### src/rtl/qu_decode_stage.sv
// qu_decode_stage: registered RV32I/Zicsr/Zifencei decode stage with a 2-deep output/skid buffer.
// Optional: define QU_DECODE_PERF_CNT_EN to add the perf_decoded/perf_illegal transfer counters.
module qu_decode_stage #(
    parameter int PC_WIDTH    = 12,
    parameter int INSTR_WIDTH = 32
) (
    input  logic                   clk,
    input  logic                   rst_n,
    input  logic                   flush,
    input  logic                   in_valid,
    output logic                   in_ready,
    input  logic [INSTR_WIDTH-1:0] in_instr,
    input  logic [PC_WIDTH-1:0]    in_pc,
    output logic                   out_valid,
    input  logic                   out_ready,
    output logic [PC_WIDTH-1:0]    out_pc,
    output logic [6:0]             out_opcode,
    output logic [2:0]             out_funct3,
    output logic [4:0]             out_rd,
    output logic [4:0]             out_rs1,
    output logic [4:0]             out_rs2,
    output logic [31:0]            out_imm,
    output logic [12:0]            out_op,
    output logic                   out_illegal
`ifdef QU_DECODE_PERF_CNT_EN
    ,
    output logic [31:0]            perf_decoded,
    output logic [31:0]            perf_illegal
`endif
);

    localparam logic [6:0] OPC_LOAD   = 7'b0000011;
    localparam logic [6:0] OPC_FENCE  = 7'b0001111;
    localparam logic [6:0] OPC_OP_IMM = 7'b0010011;
    localparam logic [6:0] OPC_AUIPC  = 7'b0010111;
    localparam logic [6:0] OPC_STORE  = 7'b0100011;
    localparam logic [6:0] OPC_OP     = 7'b0110011;
    localparam logic [6:0] OPC_LUI    = 7'b0110111;
    localparam logic [6:0] OPC_BRANCH = 7'b1100011;
    localparam logic [6:0] OPC_JALR   = 7'b1100111;
    localparam logic [6:0] OPC_JAL    = 7'b1101111;
    localparam logic [6:0] OPC_SYSTEM = 7'b1110011;

    typedef struct packed {
        logic [PC_WIDTH-1:0] pc;
        logic [6:0]          opcode;
        logic [2:0]          funct3;
        logic [4:0]          rd;
        logic [4:0]          rs1;
        logic [4:0]          rs2;
        logic [31:0]         imm;
        logic [12:0]         op;
    } dec_t;

    typedef enum logic [1:0] {EMPTY, ONE, TWO} state_t;

    logic [31:0] instr;
    logic [6:0]  opcode;
    logic [2:0]  funct3;
    logic [6:0]  funct7;
    logic [4:0]  rd;
    logic [4:0]  rs1;
    logic [4:0]  rs2;
    logic [31:0] imm_i;
    logic [31:0] imm;
    logic        fmt_rd;
    logic        fmt_rs1;
    logic        fmt_rs2;
    logic        illegal;
    dec_t        dec;

    state_t      state_q;
    state_t      state_d;
    dec_t        out_q;
    dec_t        skid_q;
    logic        accept;
    logic        consume;
    logic        load_out;
    logic        load_skid;
    logic        out_from_skid;

    assign instr  = in_instr[31:0];
    assign opcode = instr[6:0];
    assign funct3 = instr[14:12];
    assign funct7 = instr[31:25];
    assign rd     = instr[11:7];
    assign rs1    = instr[19:15];
    assign rs2    = instr[24:20];
    assign imm_i  = {{20{instr[31]}}, instr[31:20]};

    // fmt_* describe which register fields the format carries; illegal words keep their fields
    always_comb begin
        imm     = '0;
        fmt_rd  = 1'b0;
        fmt_rs1 = 1'b0;
        fmt_rs2 = 1'b0;
        illegal = 1'b0;
        case (opcode)
            OPC_LUI, OPC_AUIPC: begin
                imm    = {instr[31:12], 12'b0};
                fmt_rd = 1'b1;
            end
            OPC_JAL: begin
                imm    = {{12{instr[31]}}, instr[19:12], instr[20], instr[30:21], 1'b0};
                fmt_rd = 1'b1;
            end
            OPC_JALR: begin
                imm     = imm_i;
                fmt_rd  = 1'b1;
                fmt_rs1 = 1'b1;
                illegal = (funct3 != 3'b000);
            end
            OPC_BRANCH: begin
                imm     = {{20{instr[31]}}, instr[7], instr[30:25], instr[11:8], 1'b0};
                fmt_rs1 = 1'b1;
                fmt_rs2 = 1'b1;
                illegal = (funct3 == 3'b010) || (funct3 == 3'b011);
            end
            OPC_LOAD: begin
                imm     = imm_i;
                fmt_rd  = 1'b1;
                fmt_rs1 = 1'b1;
                illegal = (funct3 == 3'b011) || (funct3 == 3'b110) || (funct3 == 3'b111);
            end
            OPC_STORE: begin
                imm     = {{20{instr[31]}}, instr[31:25], instr[11:7]};
                fmt_rs1 = 1'b1;
                fmt_rs2 = 1'b1;
                illegal = (funct3 >= 3'b011);
            end
            OPC_OP_IMM: begin
                imm     = imm_i;
                fmt_rd  = 1'b1;
                fmt_rs1 = 1'b1;
                if (funct3 == 3'b001) begin
                    illegal = (funct7 != 7'h00);
                end else if (funct3 == 3'b101) begin
                    illegal = (funct7 != 7'h00) && (funct7 != 7'h20);
                end
            end
            OPC_OP: begin
                fmt_rd  = 1'b1;
                fmt_rs1 = 1'b1;
                fmt_rs2 = 1'b1;
                illegal = !((funct7 == 7'h00) ||
                            ((funct7 == 7'h20) && ((funct3 == 3'b000) || (funct3 == 3'b101))));
            end
            OPC_FENCE: begin
                imm     = imm_i;
                fmt_rs1 = 1'b1;
                illegal = (funct3[2:1] != 2'b00);
            end
            OPC_SYSTEM: begin
                if (funct3 == 3'b000) begin
                    imm     = imm_i;
                    fmt_rs1 = 1'b1;
                    illegal = (instr[31:21] != 11'd0) || (rs1 != 5'd0) || (rd != 5'd0);
                end else begin
                    // CSR forms carry the CSR address zero-extended; funct3[2] selects the uimm variants
                    imm     = {20'b0, instr[31:20]};
                    fmt_rd  = 1'b1;
                    fmt_rs1 = !funct3[2];
                    illegal = (funct3 == 3'b100);
                end
            end
            default: illegal = 1'b1;
        endcase
        if (instr[1:0] != 2'b11) begin
            illegal = 1'b1;
        end
    end

    always_comb begin
        dec.pc     = in_pc;
        dec.opcode = opcode;
        dec.funct3 = funct3;
        dec.rd     = fmt_rd  ? rd  : 5'd0;
        dec.rs1    = fmt_rs1 ? rs1 : 5'd0;
        dec.rs2    = fmt_rs2 ? rs2 : 5'd0;
        dec.imm    = imm;
        dec.op     = {instr[30], funct3, opcode[6:2],
                      fmt_rs2 && !illegal,
                      fmt_rs1 && !illegal,
                      fmt_rd && (rd != 5'd0) && !illegal,
                      illegal};
    end

    assign in_ready  = (state_q != TWO);
    assign out_valid = (state_q != EMPTY);
    assign accept    = in_valid && in_ready;
    assign consume   = out_valid && out_ready;

    always_comb begin
        state_d       = state_q;
        load_out      = 1'b0;
        load_skid     = 1'b0;
        out_from_skid = 1'b0;
        if (flush) begin
            state_d = EMPTY;
        end else begin
            case (state_q)
                EMPTY: begin
                    if (accept) begin
                        state_d  = ONE;
                        load_out = 1'b1;
                    end
                end
                ONE: begin
                    if (accept && consume) begin
                        load_out = 1'b1;
                    end else if (accept) begin
                        state_d   = TWO;
                        load_skid = 1'b1;
                    end else if (consume) begin
                        state_d = EMPTY;
                    end
                end
                TWO: begin
                    if (consume) begin
                        state_d       = ONE;
                        out_from_skid = 1'b1;
                    end
                end
                default: state_d = EMPTY;
            endcase
        end
    end

    always_ff @(posedge clk or negedge rst_n) begin
        if (!rst_n) begin
            state_q <= EMPTY;
            out_q   <= '0;
            skid_q  <= '0;
        end else begin
            state_q <= state_d;
            if (load_out) begin
                out_q <= dec;
            end else if (out_from_skid) begin
                out_q <= skid_q;
            end
            if (load_skid) begin
                skid_q <= dec;
            end
        end
    end

    assign out_pc      = out_q.pc;
    assign out_opcode  = out_q.opcode;
    assign out_funct3  = out_q.funct3;
    assign out_rd      = out_q.rd;
    assign out_rs1     = out_q.rs1;
    assign out_rs2     = out_q.rs2;
    assign out_imm     = out_q.imm;
    assign out_op      = out_q.op;
    assign out_illegal = out_q.op[0];

`ifdef QU_DECODE_PERF_CNT_EN
    // Counters follow the output handshake only, so a flush leaves them untouched
    always_ff @(posedge clk or negedge rst_n) begin
        if (!rst_n) begin
            perf_decoded <= '0;
            perf_illegal <= '0;
        end else if (consume) begin
            perf_decoded <= perf_decoded + 32'd1;
            if (out_q.op[0]) begin
                perf_illegal <= perf_illegal + 32'd1;
            end
        end
    end
`endif

endmodule

### config.mk
export PLATFORM = sky130hd
export DESIGN_NAME = qu_decode_stage
export DESIGN_NICKNAME = d
export VERILOG_FILES = /design/src/rtl/qu_decode_stage.sv
export SDC_FILE = /design/constraint.sdc
export NUM_CORES = 1
export LEC_CHECK = 0
export ABC_CLOCK_PERIOD_IN_PS = 5010
export BUFFER_PORTS_ARGS = -buffer_cell sky130_fd_sc_hd__buf_4
export CORE_MARGIN = 2
export CORE_UTILIZATION = 58
export CTS_CLUSTER_SIZE = 14
export DETAILED_ROUTE_END_ITERATION = 8
export PLACE_DENSITY = 0.91
export SYNTH_ARGS = -nofsm -noshare
export SYNTH_HDL_FRONTEND = slang
export SYNTH_SLANG_ARGS = --single-unit
### constraint.sdc
create_clock -name clk -period 5.01 [get_ports clk]
set_input_delay 1.002 -clock clk [delete_from_list [all_inputs] [get_ports clk]]
set_output_delay 1.002 -clock clk [all_outputs]
set_load 0.005 [all_outputs]
### After elaboration in Yosys (flattened, before gate mapping)

Cells that the tools add are included.

* register bits after elaboration: 166
* input bits: 49
* word-level logic and storage cells: 117

* $lt $le $gt $ge: 1
* equality and inequality tests: 28
* mux-type cells: 34
* reductions and logical operators: 37

Operator list (count)
* $pmux W32 S6: 1
* $mux W82: 2
* $mux W32: 1
* $eq A7 B6 Y1 const B: 4
* $eq A7 B7 Y1 const B: 4
* $mux W1: 16
* $mux W5: 3
* $eq A7 B5 Y1 const B: 2
* $reduce_or A7 Y1: 2
* $eq A3 B3 Y1 const B: 4
* $mux W2: 6
* $reduce_bool A11 Y1: 1
* $reduce_bool A5 Y1: 2
* $logic_and A1 B1 Y1: 9
* $ne A3 B3 Y1 const B: 3
* $pmux W1 S9: 1
* $eq A7 B2 Y1 const B: 1
* $eq A7 B4 Y1 const B: 1
* $logic_not A7 Y1: 1
* $logic_or A1 B1 Y1: 7
* $ne A7 B6 Y1 const B: 1
* $reduce_bool A7 Y1: 1
* $eq A3 B2 Y1 const B: 2
* $pmux W1 S2: 3
* other kinds (16): 22

### Logic depth before layout (Yosys ltp)

* depth in word-level cells: 10
* depth in mapped cells: 8

### Worst setup path before layout

OpenSTA, ideal clock, no wires.

* path type: in2reg
* start: input in_instr[12]
* end: register skid_q[0] (netlist bit)
* data arrival time: 2.198 ns
* setup slack: 2.691 ns
* cell stages on the path: 7
* cell sequence: buf_2 -> xor2_1 -> o211ai_2 -> o311ai_1 -> nor4_2 -> nand3_2 -> o22a_1

* word-level cells in the longest chain between the ends: 7
* elaborated cells on any way between the ends: 22
* those cells by class: order compare (1); eq/ne (7); mux (5); reduce/logical (9)

RTL lines
* from (decl): line 12 `input logic [INSTR_WIDTH-1:0] in_instr,`
* $eq A3 B3 Y1 or $logic_not A3 Y1 (tied branches): line 137, 146, 154
* $logic_or A1 B1 Y1: line 146 `((funct7 == 7'h20) && ((funct3 == 3'b000) || (funct3 == 3'b101))));`
* $logic_and A1 B1 Y1: line 146
* $logic_or A1 B1 Y1: line 145 `illegal = !((funct7 == 7'h00) ||`
* $logic_not A1 Y1: line 145
* $pmux W1 S9 *: line 98 `case (opcode)`
* $mux W1 *: line 168 `if (instr[1:0] != 2'b11) begin`
* to (signal assigned): line 233 `skid_q <= '0;`
* to (signal assigned): line 242 `skid_q <= dec;`
* to (decl): line 75 `dec_t skid_q;`

Mark *: on every way between the ends. The rest lies on a longest branch, timed or not.
A chain may end at the register's enable or synchronous reset.

### Worst setup path after layout

* start: input in_instr[5]
* end: register out_q, in the netlist out_imm[29]

* word-level cells in the longest chain between the ends: 4
* elaborated cells on any way between the ends: 14
* those cells by class: eq/ne (10); mux (2); reduce/logical (2)

RTL lines
* $eq A7 B5 Y1 (tied with other cells): line 98
* $reduce_or A4 Y1 (no line) or $reduce_or A2 Y1 (tied branches)
* $pmux W32 S6 *: line 98
* $mux W82 *: line 236 `if (load_out) begin`
* to (signal assigned): line 239 `out_q <= skid_q;`
* to (decl): line 74 `dec_t out_q;`

Marked as above.

==> impl_metrics.tcl <==
set metrics [dict create \
    fin_hold_ws_ns 0.474 \
    overflow 0 \
    yosysTopAreaCellShare_pct 53.7 \
    design.core.area_um2 11900 \
    p_per_area_nw_per_um2 384 \
    rrSetupSlack_ns 2.50 \
    tightestPinTransition_ns 1.06 \
    vias_per_cell 6.18 \
    io_pins 134 \
    syn_nets 821 \
    postCtsSetupRepairBufs 0 \
    yosys-top-cells-area "dfrtp_1, nand2_1, a31oi_1" \
    clockBufferDepth 2 \
    htreeDepth 4 \
    path_clk_slew_ns 0.06 \
    diodes 0 \
    max-slew-margin-rel_pct 29.1 \
    timing.final.crit_share_pct 56.9 \
    place_area_um2 7910 \
    r2r_start "state_q[1]$_DFFE_PN0P_" \
    grt_pass1_vias 6071 \
    fmax_mhz 351 \
    yosys_register_bits 150 \
    synth_warnings 0 \
    timing_hold_violations_final 0 \
    io_buffers 133 \
    ys_seq_area_share_pct 53.7 \
    reg2regPathDepth 6 \
    drtIter0Drc 628 \
    routabilityCongestion 0.899 \
    grt_usage_pct 30.2 \
    synth_edf_count 0 \
    grt_antenna_before_repair 0 \
    syn_inst 772 \
    stdcell_area_um2 8490 \
    vias 6339 \
    remaining_drc_errors 0 \
    cts_tree "built" \
    nets 915 \
    fp.dieArea_um2 12900 \
    hpwl_mm 11.8 \
    drt_first_pass_iters 5 \
    synth_area_um2 6990 \
    synth_cell_types 58 \
    die_w_um 114 \
    post_synth.cell_area_avg_um2 9.06 \
    insertion_delay_ns 0.42 \
    critPathArrivalTime_ns 3.08 \
    layout_commonest_cell "nand2_1" \
    ant_nets 0 \
    end_kind "flop" \
    area_delta_synth_final_pct 21.5 \
    drive_gt1_share_pct 23.0 \
    rows 40 \
    min_period_ns 2.85 \
    numCtsBuffers 17 \
    drt_wl_total_mm 18.9 \
    synth_largest_area_cell "dfrtp_1" \
    setup.worst_path.class "in2reg" \
    reg2reg_to "out_imm[7]$_DFFE_PN0P_" \
    p_leak_nw 4.00 \
    slew_viol_final 0 \
    grt_max_degree 89 \
    final_util_pct 71.3 \
    status "completed" \
    cp_max_fo 16 \
    async_reset_ff_share_pct 100 \
    cts_hold_buf 0 \
    finalClockSkew_ns 0.00592 \
    cts_resized 0 \
    setup_viol 0 \
    rsz0062_at_grt "false" \
    min_from "skid_q[48]$_DFFE_PN0P_" \
    vdd_drop_max_mv 0.263 \
    grt_pass1_wl_mm 30.6 \
    total_power_mw 3.26 \
    wl_per_cell_um 18.4 \
    synth_flop_cell "dfrtp_1" \
    hold_path_end "skid_q[48]$_DFFE_PN0P_" \
    root_buffer "clkbuf_16" \
    fillers 874 \
    hold_depth 2 \
    finalSetupTns_ns 0 \
    worst_setup_path_start_kind "primary input" \
    clock-sinks 150 \
    drv_cap 0 \
    required_ns 5.24 \
    mostFrequentLayoutCells "nand2_1, dfrtp_1, buf_4" \
    start_util_pct 58.7 \
    die_height_um 114 \
    min_path_type "reg2reg" \
]
-- synthesized netlist by cell type (2+ instances only) --
| master | count |
|---|---|
| a21oi_2 | 3 |
| and3_1 | 21 |
| a31oi_1 | 36 |
| nor2_1 | 43 |
| nor3_1 | 4 |
| a221o_1 | 5 |
| nor4_1 | 3 |
| or2_2 | 2 |
| buf_6 | 2 |
| o31ai_1 | 2 |
| a22oi_1 | 27 |
| inv_1 | 3 |
| nor3_4 | 2 |
| a22o_1 | 5 |
| nor3b_1 | 2 |
| nand2b_1 | 3 |
| o22a_1 | 2 |
| buf_2 | 35 |
| nor2_2 | 3 |
| nor4_2 | 2 |
| a21oi_1 | 37 |
| buf_4 | 13 |
| and2_1 | 2 |
| o21ai_1 | 9 |
| nand3_1 | 14 |
| nand4b_1 | 3 |
| a32oi_1 | 11 |
| nor2b_1 | 3 |
| nand2_1 | 246 |
| clkbuf_1 | 17 |
| dfrtp_1 | 150 |
| nand3b_1 | 2 |
| o21ai_0 | 35 |
-- metrics by stage --
stage | worst slack, ns | instances
after floorplan | 2.69 | 772
after global placement | 1.93 | 994
after detailed placement | 1.85 | 994
after CTS | 2.18 | 1026
after global routing | 2.03 | 1026
final | 2.16 | 1026
-- power by group --
part	leakage [nW]	switching [mW]	internal [mW]	total, mW
clock network	0.264	0.503	0.759	1.26
logic	1.82	0.258	0.253	0.512
registers	1.91	0.107	1.38	1.49
-- how the worst max path moves through the flow --
stage | start | to | slack (ns) | depth (start not counted)
final | in_instr[5] | out_imm[29]$_DFFE_PN0P_ | 2.16 | 7
after global routing | in_instr[5] | out_imm[28]$_DFFE_PN0P_ | 2.03 | 7
after CTS | in_instr[5] | out_imm[29]$_DFFE_PN0P_ | 2.18 | 7
after detailed placement | in_instr[5] | out_imm[30]$_DFFE_PN0P_ | 1.85 | 7
after global placement | in_valid | out_imm[7]$_DFFE_PN0P_ | 1.93 | 7
after floorplan | in_instr[12] | skid_q[0]$_DFFE_PN0P_ | 2.69 | 7
-- layout make-up --
cell class,count,area [um^2],area share [%]
inverters,3,11.3,0.133
repair buffers,143,1080,12.7
clock buffers,21,460,5.42
well taps,147,184,2.17
multi-input cells,551,2880,33.9
flip-flops and latches,150,3750,44.2
clock inverters,11,126,1.49
-- state kept, by name, summed over array words and instances (netlist names) --
| signal | cells |
|---|---|
| out_pc | 12 |
| out_opcode | 6 |
| out_rd | 5 |
| out_imm | 32 |
| skid_q | 74 |
| state_q | 2 |
| out_rs2 | 5 |
| out_rs1 | 5 |
| out_op | 7 |
| out_funct3 | 2 |
-- routing by layer --
metal / up-vias / GRT usage (%) / wire length [um]
met5: - / 0 / 0
li1: 2839 / - / -
met1: 3089 / 40.7 / 7580
met2: 363 / 47.8 / 9040
met3: 48 / 6.75 / 1780
met4: 0 / 12.7 / 512
-- logic make-up (layout without fill, tap and decap cells) --
kind of cell	after synthesis	in the layout	share of synthesized area, %
compound gates	184	184	17.6
xor+xnor	1	1	0.125
buf+inv	71	178	5.35
flops	150	150	53.7
simple gates	366	366	23.3
-- worst max-delay path, stage by stage --
cell	delay, ns
buf_4	0.17
and2_1	0.18
o21ai_1	0.22
a21oi_1	0.10
o21ai_1	0.76
and2_1	0.51
a32oi_1	0.13
(Power assumes the default switching activity.)
